$ cat src/rtl/counter9999_pkg.sv
// rtl/counter9999_pkg.sv - shared state encoding and constants for the BCD counter
package counter9999_pkg;

  typedef enum logic [2:0] {
    ST_IDLE  = 3'd0,
    ST_RUN   = 3'd1,
    ST_PAUSE = 3'd2,
    ST_LAP   = 3'd3,
    ST_DONE  = 3'd4
  } state_t;

  localparam logic [3:0] BCD_MAX        = 4'd9;
  localparam int         DEFAULT_DIGITS = 4;

  // RUN and LAP both advance the live count; LAP only freezes what is shown.
  function automatic logic is_counting(input state_t s);
    return (s == ST_RUN) || (s == ST_LAP);
  endfunction

endpackage

$ cat src/rtl/counter9999_ctrl_bcd_digit.sv
// rtl/counter9999_ctrl_bcd_digit.sv - one BCD decade with carry-out
module bcd_digit
  import counter9999_pkg::*;
(
  input  logic       clk,
  input  logic       rst,
  input  logic       clr,
  input  logic       inc,
  output logic [3:0] q,
  output logic       co
);

  // Carry is combinational so a whole ripple of 9s rolls over in one clock.
  assign co = inc & (q == BCD_MAX);

  // Decade register: clear dominates, 9 + inc rolls to 0.
  always_ff @(posedge clk) begin
    if (rst || clr) begin
      q <= 4'd0;
    end else if (inc) begin
      q <= (q == BCD_MAX) ? 4'd0 : q + 4'd1;
    end
  end

endmodule

$ cat src/rtl/counter9999_ctrl.sv
// rtl/counter9999_ctrl.sv - run/stop/lap controller and BCD count datapath
module counter9999_ctrl
  import counter9999_pkg::*;
#(
  parameter int   DIGITS      = DEFAULT_DIGITS,
  parameter logic STOP_AT_MAX = 1'b0
) (
  input  logic                  clk,
  input  logic                  rst,
  input  logic                  tick,
  input  logic                  btn_ss,
  input  logic                  btn_clr,
  input  logic                  btn_lap,
  output logic [4*DIGITS-1:0]   cnt,
  output logic [4*DIGITS-1:0]   disp,
  output logic                  running,
  output logic                  wrap
);

  state_t              state;
  logic [4*DIGITS-1:0] lap_reg;
  logic                prev_ss;
  logic                prev_clr;
  logic                prev_lap;

  logic                raw_ss;
  logic                raw_clr;
  logic                raw_lap;
  logic                press_clr;
  logic                press_ss;
  logic                press_lap;

  logic [DIGITS:0]     carry;
  logic [DIGITS-1:0]   nine;
  logic                at_max;
  logic                count_en;
  logic                hold_max;

  // Rising-edge detect; history resets high so a button held through reset is not a press.
  assign raw_ss  = btn_ss  & ~prev_ss;
  assign raw_clr = btn_clr & ~prev_clr;
  assign raw_lap = btn_lap & ~prev_lap;

  // Same-cycle priority clr > ss > lap; losers are simply dropped.
  assign press_clr = raw_clr;
  assign press_ss  = raw_ss & ~raw_clr;
  assign press_lap = raw_lap & ~raw_clr & ~raw_ss;

  // Count decision looks at the pre-transition state; clear suppresses the tick.
  assign count_en = tick & is_counting(state) & ~press_clr;
  assign hold_max = STOP_AT_MAX & at_max;
  assign carry[0] = count_en & ~hold_max;
  assign at_max   = &nine;

  genvar gi;
  generate
    for (gi = 0; gi < DIGITS; gi++) begin : g_digit
      assign nine[gi] = (cnt[4*gi +: 4] == BCD_MAX);

      bcd_digit u_digit (
        .clk (clk),
        .rst (rst),
        .clr (press_clr),
        .inc (carry[gi]),
        .q   (cnt[4*gi +: 4]),
        .co  (carry[gi+1])
      );
    end
  endgenerate

  // Button history registers.
  always_ff @(posedge clk) begin
    if (rst) begin
      prev_ss  <= 1'b1;
      prev_clr <= 1'b1;
      prev_lap <= 1'b1;
    end else begin
      prev_ss  <= btn_ss;
      prev_clr <= btn_clr;
      prev_lap <= btn_lap;
    end
  end

  // Rollover pulse: carry out of the top decade only exists when wrapping is allowed.
  always_ff @(posedge clk) begin
    if (rst) begin
      wrap <= 1'b0;
    end else begin
      wrap <= carry[DIGITS];
    end
  end

  // Run/pause/lap/done sequencing and lap snapshot.
  always_ff @(posedge clk) begin
    if (rst) begin
      state   <= ST_IDLE;
      lap_reg <= '0;
    end else if (press_clr) begin
      state   <= ST_IDLE;
      lap_reg <= '0;
    end else if (count_en && hold_max) begin
      state <= ST_DONE;
    end else begin
      unique case (state)
        ST_IDLE: begin
          if (press_ss) state <= ST_RUN;
        end
        ST_RUN: begin
          if (press_ss) begin
            state <= ST_PAUSE;
          end else if (press_lap) begin
            state   <= ST_LAP;
            lap_reg <= cnt;
          end
        end
        ST_PAUSE: begin
          if (press_ss) state <= ST_RUN;
        end
        ST_LAP: begin
          if (press_ss) begin
            state <= ST_PAUSE;
          end else if (press_lap) begin
            state <= ST_RUN;
          end
        end
        ST_DONE: begin
          state <= ST_DONE;
        end
        default: begin
          state <= ST_IDLE;
        end
      endcase
    end
  end

  assign disp    = (state == ST_LAP) ? lap_reg : cnt;
  assign running = is_counting(state);

endmodule

$ cat config.mk
export PLATFORM = sky130hd
export DESIGN_NAME = counter9999_ctrl
export DESIGN_NICKNAME = d
export VERILOG_FILES = /design/src/rtl/counter9999_pkg.sv /design/src/rtl/counter9999_ctrl_bcd_digit.sv /design/src/rtl/counter9999_ctrl.sv
export SDC_FILE = /design/constraint.sdc
export NUM_CORES = 1
export LEC_CHECK = 0
export CAP_MARGIN = 15
export CORE_MARGIN = 3
export CORE_UTILIZATION = 25
export DETAILED_ROUTE_END_ITERATION = 10
export PLACE_DENSITY = 0.49
export SYNTH_ARGS = -nofsm -noshare
export SYNTH_HDL_FRONTEND = slang
export SYNTH_SLANG_ARGS = --single-unit
$ cat constraint.sdc
create_clock -name clk -period 4.8 [get_ports clk]
set_input_delay 1.2 -clock clk [delete_from_list [all_inputs] [get_ports clk]]
set_output_delay 1.2 -clock clk [all_outputs]
set_load 0.02 [all_outputs]
# --- Word level (Yosys, flattened, before mapping) ---
# Cells that the tools add are included.
classes:
  n_mux: 11
  n_div: 0
  shifts: 0
  n_mul: 0
  add_sub_neg: 4
  n_lt_le_gt_ge: 0
  bitwise: 18
  eq_ne: 11
  n_reduce_logical: 7
ops:
  columns: ["operator", "count"]
  rows:
  - ["adder 4 x 1 -> 4 bit, second input constant", 4]
  - ["== test 4 bit, second input constant", 4]
  - ["2-to-1 mux 16 bit", 1]
  - ["2-to-1 mux 4 bit", 4]
  - ["2-to-1 mux 3 bit", 5]
  - ["bitwise AND 1 bit", 12]
  - ["case mux 3 bit (4 select lines)", 1]
  - ["== test 3 x 2 -> 1 bit, second input constant", 2]
  - ["inequality test 3 bit, second input constant", 2]
  - ["NOT 1 bit", 6]
  - ["AND reduction 3 bit", 2]
  - ["OR reduction 2 bit", 2]
  - ["== test 3 x 1 -> 1 bit, second input constant", 1]
  - ["== test 3 bit, second input constant", 1]
  - ["logical NOT 3 bit", 1]
  - ["logical OR 1 bit", 2]
  - ["inequality test 2 x 1 -> 1 bit, second input constant", 1]
totals:
  rom_bits: 0
  latch_bits: 0
  out_inout_bits: 34
  ramBits: 0
  in_bits: 6
  register_bits: 39
  wordCells: 61
  memories: 0

# --- Depth between registers and ports, before layout ---
# Gate-level depths: netlist of run 1.
logic_depth:
  depth_word: 8
  ltp_mapped: 7
  mapped_depth_nobuf: 5

# --- Cells and area by module ---
# From an unflattened synthesis of run 1, not the netlist that was laid out.
unflattened:
  cells_unflattened: 204
  area_unflattened_um2: 2001.9
by_module_without_submodules:
  columns: ["module", "cells_per_inst", "n_inst", "area_per_inst_um2", "seq_area_each_um2"]
  rows:
  - ["counter9999_ctrl", 124, 1, 1231.2, 460.4]
  - ["bcd_digit", 20, 4, 192.7, 80.1]

# --- Least setup slack after synthesis of run 1 ---
# OpenSTA, ideal clock, no wires.
synth_path:
  path_type: "reg-to-output"
  start: "reg state[0]"
  end: "out disp[10]"
  n_path_buf: 1
  arrival_ns: 1.297
  stages_incl_launch_ff: 5
  slack_ns: 2.303
  required_ns: 3.600
  path_cell_list: "dfxtp_1 -> nor2b_1 -> nand2_1 -> buf_2 -> mux2_2"
synth_via:
  elab_chain_len: 2
synth_lines:
  columns: ["element", "line", "text"]
  rows:
  - ["from (decl)", "counter9999_ctrl.sv:20", "state_t state;"]
  - ["from (signal assigned)", "counter9999_ctrl.sv:96", "state <= ST_IDLE;"]
  - ["from (signal assigned)", "counter9999_ctrl.sv:99", "state <= ST_IDLE;"]
  - ["from (signal assigned)", "counter9999_ctrl.sv:102", "state <= ST_DONE;"]
  - ["== test 3 x 2 -> 1 bit", "counter9999_ctrl.sv:136", "assign disp = (state == ST_LAP) ? lap_reg : cnt;"]
  - ["2-to-1 mux 16 bit", "counter9999_ctrl.sv:136", null]
  - ["to (decl)", "counter9999_ctrl.sv:15", "output logic [4*DIGITS-1:0] disp,"]
# Every way passes these cells.

# --- Worst setup path in the final report of run 1 ---
layout_path:
  start: "reg state[0]"
  end: "out disp[8]"
# Same word-level chain as after synthesis.

==> impl_metrics.tcl, run 1 <==
set metrics [dict create \
    clockBufferDepth 2 \
    placed_cell_area_mm2 0.00235 \
    cts_tree "done" \
    critPathCapture "disp[8]" \
    p_leak_nw 0.819 \
    p_per_area_mw_per_mm2 238 \
    dieArea_mm2 0.00862 \
    cp.required_ns 3.60 \
    worst_slack_ns 1.04 \
    rr_startpoint "g_digit[0].u_digit.q[3]$_SDFFE_PP0N_" \
    clk_pin_slew_ns 0.07 \
    insertion_delay_ns 0.28 \
    ant_nets 0 \
    cp_max_fo 20 \
    hpwl_um 3300 \
    final_util_pct 33.4 \
    place_congestion 0.770 \
    drv_slew 0 \
    r2r_slack_ns 3.03 \
    hold_viol 0 \
    root_buffer "clkbuf_8" \
    avgSynthCellArea_um2 8.73 \
    period_share_pct 78.4 \
    yosysUniqueCellTypes 35 \
    nets 257 \
    diodes 0 \
    wl_um 4810 \
    htree_levels 2 \
    yosys.area.top_type "dfxtp_1" \
    cp-end-kind "primary output" \
    reg2reg_to "g_digit[2].u_digit.q[1]$_SDFFE_PP0N_" \
    grt_pass1_vias 1554 \
    period_needed_ns 3.76 \
    pre_cts_ws_ns 1.32 \
    ys_warn_count 0 \
    synth_area_mm2 0.00189 \
    synth_top_area_share_pct 41.4 \
    cp-start-kind "register" \
    fmax_ghz 0.266 \
    vias_per_cell 4.56 \
    drv_cap 0 \
    outcome "finished, final reports clean" \
    grt_max_degree 21 \
    ir_worst_vdd_uv 110 \
    synth-seq-area-share_pct 41.4 \
    cts_hold_buffers 0 \
    drc_errors 0 \
    area_delta_synth_final_pct 29.2 \
    synth-seq-cells 39 \
    fp.dieW_um 92.8 \
    cts_resized 0 \
    synthTopCellsByArea "dfxtp_1, mux2_2, nand3_1" \
    path_class "reg2out" \
    initial_utilization_pct 25.9 \
    antenna_found_initial 0 \
    grt_overflow 0 \
    core_area_mm2 0.00729 \
    crit_start "state[0]$_SDFFE_PP0P_" \
    final_area_mm2 0.00244 \
    post-cts-setup-buffer-count 0 \
    grt_pass1_wl_um 7890 \
    numPortBuffers 39 \
    async_flop_share_pct 0 \
    die_y_um 92.8 \
    max_slew_margin_pct 50.3 \
    grt_setup_unrepaired "no" \
    synth-edff-count 0 \
    r2r.worst_path.cells 5 \
    fin_skew_ns 0.00317 \
    first_iter_violations 121 \
    syn-num-nets 222 \
    hp-class "reg2reg" \
    ys.flop_type "dfxtp_1" \
    crit_arrival_ns 2.56 \
    wl_per_cell_um 13.7 \
    worstMarginPinSlew_ns 0.746 \
    final.setup.tns_ns 0 \
    whs_path_depth 2 \
    grt_use_total_pct 11.5 \
    setup_viol 0 \
    clock-sinks 39 \
    synth_cells 216 \
    finalPower_mw 0.580 \
    numCtsBuffers 5 \
    io_pins 40 \
    vias 1597 \
    dr.pass1.iters 4 \
    rows 31 \
    drive_gt1_share_pct 13.9 \
]
-- worst min-delay path by stage --
stage,startpoint,to,slack (ns)
after global placement,lap_reg[8]$_SDFFE_PP0P_,lap_reg[8]$_SDFFE_PP0P_,0.44
after global routing,lap_reg[1]$_SDFFE_PP0P_,lap_reg[1]$_SDFFE_PP0P_,0.48
after detailed placement,lap_reg[1]$_SDFFE_PP0P_,lap_reg[1]$_SDFFE_PP0P_,0.45
after CTS,lap_reg[4]$_SDFFE_PP0P_,lap_reg[4]$_SDFFE_PP0P_,0.46
after floorplan,lap_reg[0]$_SDFFE_PP0P_,lap_reg[0]$_SDFFE_PP0P_,0.43
final,lap_reg[4]$_SDFFE_PP0P_,lap_reg[4]$_SDFFE_PP0P_,0.45
-- cell families (layout without fill, tap and decap cells) --
logic type / Yosys count / in the layout / share of synthesized area [%]
and+or+nand+nor: 105 / 105 / 31.2
DFF: 39 / 39 / 41.4
AOI/OAI and AO/OA: 31 / 31 / 8.69
muxes: 18 / 18 / 10.6
buffers and inverters: 14 / 49 / 3.91
xor gates and xnor gates: 9 / 9 / 4.18
-- critical path, stage by stage, from the launching register on --
cell and delay [ns]:
dfxtp_1 0.41, nor2b_1 0.17, buf_4 0.25, nand2_1 0.46, mux2_2 0.45, clkdlybuf4s50_1 0.54
-- metrics by stage --
step | instances | hold slack [ns]
floorplan | 216 | 0.434
global placement | 343 | 0.440
detailed placement | 343 | 0.448
CTS | 350 | 0.459
global route | 350 | 0.477
finish | 350 | 0.455
-- layer usage --
layer  global-route usage (%)  routed length [um]  up-vias
met5                        0                   0        -
met4                     4.27                  72        0
met2                     16.7                2050       29
met1                     16.2                2490      749
met3                     3.25                 192        4
li1                         -                   -      815
-- cell usage in the layout (no fill, tap or decap), types with 5 or more instances in the layout --
cell             Yosys  routed
nor2_1              13      13
a21oi_1             23      23
nand2_1             24      24
xor2_1               7       7
nor2b_1              9       9
nand2b_1             5       5
o21ai_0              5       5
nand3_1             25      25
mux2_2              16      16
dfxtp_1             39      39
clkdlybuf4s50_1      0      39
clkbuf_8             0       6
-- report_power, final --
part / internal (mW) / switching (mW) / leakage [nW]
combinational: 0.0110 / 0.0173 / 0.457
sequential: 0.325 / 0.00150 / 0.315
clock: 0.113 / 0.112 / 0.0470
total: 0.449 / 0.131 / 0.819
-- cells in the mapped netlist, types with 5 or more instances --
cell type,number
dfxtp_1,39
nand3_1,25
nand2_1,24
a21oi_1,23
mux2_2,16
nor2_1,13
nor2b_1,9
xor2_1,7
clkbuf_1,6
buf_2,5
nand2b_1,5
o21ai_0,5
-- layout make-up --
type | instances | area [um2]
Multi-Input combinational cell | 163 | 1030
Timing Repair Buffer | 42 | 413
Clock inverter | 1 | 5.00
Clock buffer | 6 | 82.6
Fill cell | 804 | 4860
Tap cell | 99 | 124
Sequential cell | 39 | 781
Power figures use the tool's default switching activity.
==> run 2: changes to the inputs <==
PLACE_DENSITY = 0.51   (was 0.49)
clock period = 3.05 ns   (was 4.8 ns; I/O delays follow)
==> run 2 against run 1 <==
Critical path depth unchanged. Sequential share of layout area is 0.93 points lower. First-iteration DRC count fell by 5.0%. Largest cell class unchanged.
==> impl_metrics.tcl, run 2 (synthesis results as in run 1) <==
set metrics [dict create \
    outcome "finished, final reports clean" \
    cts_tree "done" \
    numPortBuffers 39 \
    clk_pin_slew_ns 0.08 \
    insertion_delay_ns 0.29 \
    drv_cap 0 \
    p_per_area_mw_per_mm2 406 \
    period_needed_ns 2.80 \
    use_met3_pct 3.09 \
    grtUsageMet1_pct 17.1 \
    setup_viol 0 \
    grt_use_total_pct 11.8 \
    critical_path_buf_inv_count 2 \
    hold_viol 0 \
    die_y_um 92.8 \
    drc_errors 0 \
    r2r_slack_ns 1.27 \
    cp.depth 5 \
    grt_setup_unrepaired "no" \
    final_util_pct 34.4 \
    fmax_ghz 0.357 \
    ant_nets 0 \
    htree_levels 2 \
    cts_resized 0 \
    initial_utilization_pct 25.9 \
    path_class "reg2out" \
    wl_per_cell_um 14.2 \
    grt_overflow 0 \
    nets 261 \
    r2r.worst_path.cells 5 \
    rows 31 \
    cp.required_ns 2.29 \
    period_share_pct 91.8 \
    p_leak_nw 0.859 \
    place_congestion 0.719 \
    pre_cts_ws_ns 0.575 \
    grt_pass1_wl_um 8000 \
    dieArea_mm2 0.00862 \
    cts_hold_buffers 0 \
    antenna_found_initial 0 \
    final_cell_mix "dfxtp_1, clkdlybuf4s50_1, nand3_1, nand2_1, a21oi_1" \
    rr_startpoint "g_digit[0].u_digit.q[3]$_SDFFE_PP0N_" \
    path_cells "nor2b_1 > nand2_1 > buf_4 > mux2_2 > clkdlybuf4s50_1" \
    worst_slack_ns 0.249 \
    fin_skew_ns 0.00368 \
    top_usage_layer "met1" \
    io_pins 40 \
    cp_max_fo 16 \
    hpwl_um 3510 \
    numCtsBuffers 5 \
    root_buffer "clkbuf_8" \
    crit_slowest_cell "clkdlybuf4s50_1" \
    drive_gt1_share_pct 15.6 \
    crit_start "state[0]$_SDFFE_PP0P_" \
    area_delta_synth_final_pct 33.0 \
    crit_arrival_ns 2.04 \
    cp_top_family "buffers and inverters" \
    drv_slew 0 \
    vias 1619 \
    grt_max_degree 24 \
    final.setup.tns_ns 0 \
    crit_path_max_incr_delay_ns 0.60 \
    core_area_mm2 0.00729 \
    reg2reg_to "g_digit[2].u_digit.q[1]$_SDFFE_PP0N_" \
    critPathCapture "disp[15]" \
    clock-sinks 39 \
    fp.dieW_um 92.8 \
    diodes 0 \
    cp-end-kind "primary output" \
    hp-class "reg2reg" \
    grt_util_met2_pct 17.0 \
    ir_worst_vdd_uv 156 \
    vias_per_cell 4.56 \
    max_slew_margin_pct 61.7 \
    worstMarginPinSlew_ns 0.575 \
    post-cts-setup-buffer-count 0 \
    dr.pass1.iters 4 \
    cp-start-kind "register" \
    grt_pass1_vias 1468 \
    wl_um 5040 \
    first_iter_violations 115 \
    clockBufferDepth 2 \
]
-- run 2: metrics by stage --
stage | area (um2) | hold WS (ns) | power (mW) | instances
global placement | 2390 | 0.439 | 0.576 | 347
detailed placement | 2390 | 0.447 | 0.575 | 347
global route | 2510 | 0.476 | 1.05 | 355
finish | 2510 | 0.455 | 1.02 | 355
floorplan | 1890 | 0.434 | 0.552 | 216
CTS | 2510 | 0.459 | 1.03 | 355
-- run 2: metal layers --
layer / routed length (um) / vias up
li1: - / 830
met1: 2610 / 752
met2: 2150 / 32
met3: 226 / 5
met4: 53 / 0
met5: 0 / -
-- run 2: tightest hold or removal path: stages (launching register included) --
cell	delay, ns
dfxtp_1	0.31
nand2_1	0.05
a21oi_1	0.05
-- run 2: power by group --
| part | total, mW | internal, mW | switching (mW) |
|---|---|---|---|
| sequential | 0.514 | 0.512 | 0.00235 |
| clock | 0.456 | 0.265 | 0.191 |
| combinational | 0.0490 | 0.0200 | 0.0290 |
-- run 2: worst min-delay path by stage --
stage	cells past startpoint	endpoint	startpoint
final	2	lap_reg[9]$_SDFFE_PP0P_	lap_reg[9]$_SDFFE_PP0P_
after CTS	2	lap_reg[15]$_SDFFE_PP0P_	lap_reg[15]$_SDFFE_PP0P_
after floorplan	2	lap_reg[0]$_SDFFE_PP0P_	lap_reg[0]$_SDFFE_PP0P_
after detailed placement	2	lap_reg[15]$_SDFFE_PP0P_	lap_reg[15]$_SDFFE_PP0P_
after global routing	2	lap_reg[1]$_SDFFE_PP0P_	lap_reg[1]$_SDFFE_PP0P_
after global placement	2	lap_reg[1]$_SDFFE_PP0P_	lap_reg[1]$_SDFFE_PP0P_
-- run 2: layout make-up --
type / count / area [um2]
repair buffers: 46 / 455
multi-input cells: 163 / 1030
clock buffers: 6 / 82.6
well taps: 99 / 124
clock inverters: 2 / 35.0
fillers: 806 / 4780
flip-flops and latches: 39 / 781
==> run 3: changes to the inputs <==
CORE_UTILIZATION = 45   (was 25)
PLACE_DENSITY = 0.79   (was 0.51)
==> run 3 against run 2 <==
Power down 12%. Die area shrank 42%. Critical path depth fell by 1. Routed wire length fell by 13%. Via count up 1.1%. Combinational power fell by 6.7%. Largest cell class unchanged. Highest routed layer unchanged.
==> impl_metrics.tcl, run 3 (synthesis results as in run 1) <==
set metrics [dict create \
    outcome "finished, final reports clean" \
    area_delta_synth_final_pct 27.2 \
    hold_viol 0 \
    htree_levels 2 \
    crit_path_max_incr_delay_ns 0.61 \
    final_cell_mix "dfxtp_1, clkdlybuf4s50_1, nand3_1, nand2_1, a21oi_1" \
    hpwl_um 3120 \
    final_area_mm2 0.00240 \
    numPortBuffers 39 \
    wl_um 4370 \
    dieArea_mm2 0.00500 \
    path_cells "nor2b_1 > nand2_2 > mux2_2 > clkdlybuf4s50_1" \
    cts_hold_buffers 0 \
    grt_max_degree 20 \
    nFillCells 348 \
    drv_slew 0 \
    setup_viol 0 \
    core_area_mm2 0.00385 \
    ir_worst_vdd_uv 299 \
    cp.required_ns 2.29 \
    period_share_pct 94.2 \
    cp-end-kind "primary output" \
    rows 22 \
    numCtsBuffers 5 \
    switching_share_pct 23.2 \
    diodes 0 \
    p_clk_share_pct 37.8 \
    first_iter_violations 147 \
    final_cells 304 \
    drive_gt1_share_pct 15.2 \
    grt_pass1_vias 1563 \
    vias_per_cell 5.38 \
    fin_skew_ns 0.00777 \
    io_pins 40 \
    wl_per_cell_um 14.4 \
    initial_utilization_pct 48.9 \
    max_slew_margin_pct 74.9 \
    fp.dieW_um 70.7 \
    worst_slack_ns 0.178 \
    dp_cells 296 \
    seq_power_share_pct 57.1 \
    pre_cts_ws_ns 0.299 \
    crit_arrival_ns 2.11 \
    grt_use_total_pct 19.2 \
    placed_cell_area_mm2 0.00231 \
    cp-start-kind "register" \
    hold_slack_ns 0.456 \
    final.setup.tns_ns 0 \
    insertion_delay_ns 0.30 \
    power.internal_mw 0.692 \
    grt_overflow 0 \
    path_class "reg2out" \
    worstMarginPinSlew_ns 0.376 \
    crit_slowest_cell "clkdlybuf4s50_1" \
    grt_pass1_wl_um 7670 \
    clockBufferDepth 2 \
    clock-sinks 39 \
    die_y_um 70.7 \
    nets 261 \
    combPwrFrac_pct 5.1 \
    root_buffer "clkbuf_8" \
    cp_max_fo 16 \
    drc_errors 0 \
    clk_pin_slew_ns 0.07 \
    fmax_ghz 0.348 \
    ant_nets 0 \
    p_per_area_mw_per_mm2 375 \
    grt_setup_unrepaired "no" \
    hp-class "reg2reg" \
    period_needed_ns 2.87 \
    place_congestion 0.796 \
    dr.pass1.iters 4 \
    cts_tree "done" \
    drv_cap 0 \
    antenna_found_initial 0 \
    p_switching_mw 0.209 \
    vias 1637 \
    p_leak_nw 0.837 \
]
run 3: what timing repair did:
| item | CTS | global route |
|---|---|---|
| buffers inserted | 0 | 0 |
| resized for setup | 1 | 0 |
| endpoints found under the setup margin | 10 | 0 |
run 3: layout make-up:
type                    count  area, um2  share of cell area (%)
flip-flops and latches     39        781                    32.6
multi-input cells         163       1030                    43.1
clock inverters             1       5.00                   0.209
repair buffers             46        443                    18.5
well taps                  48       60.1                    2.50
clock buffers               7       76.3                    3.18
run 3: power groups by stage:
stage	registers (mW)	clock network, mW	logic (mW)
finish	0.514	0.340	0.0457
global route	0.515	0.372	0.0498
CTS	0.514	0.346	0.0460
detailed placement	0.526	0	0.0458
global placement	0.526	0	0.0455
floorplan	0.526	0	0.0260
run 3: path summary, 6_finish.rpt:
check	from	end	slack [ns]	depth (start not counted)
hold reg to reg	lap_reg[6]$_SDFFE_PP0P_	lap_reg[6]$_SDFFE_PP0P_	0.46	2
setup reg to reg	g_digit[0].u_digit.q[3]$_SDFFE_PP0N_	g_digit[2].u_digit.q[1]$_SDFFE_PP0N_	1.32	5
hold / removal	lap_reg[6]$_SDFFE_PP0P_	lap_reg[6]$_SDFFE_PP0P_	0.46	2
setup / recovery	state[0]$_SDFFE_PP0P_	disp[11]	0.18	4
run 3: per-layer routing:
layer	up-vias	GRT usage, %	part of all wire, %
met3	7	4.83	5.3
met4	0	8.14	1.8
met1	762	26.0	46
met5	-	0	0
li1	827	-	-
met2	41	29.0	47
run 3: worst max-delay path, delay by kind of cell, from the launching register on:
| family | cells | cell delay, ns |
|---|---|---|
| buffers and inverters | 1 | 0.61 |
| AND/OR/NAND/NOR | 2 | 0.47 |
| flip-flops | 1 | 0.41 |
| multiplexers | 1 | 0.32 |
run 3: per-stage QoR:
step	power, mW	utilization, %
2_1_floorplan	0.552	-
3_3_place_gp	0.572	60.1
3_5_place_dp	0.572	60.1
4_1_cts	0.906	62.2
5_1_grt	0.936	62.2
6_report	0.900	62.2
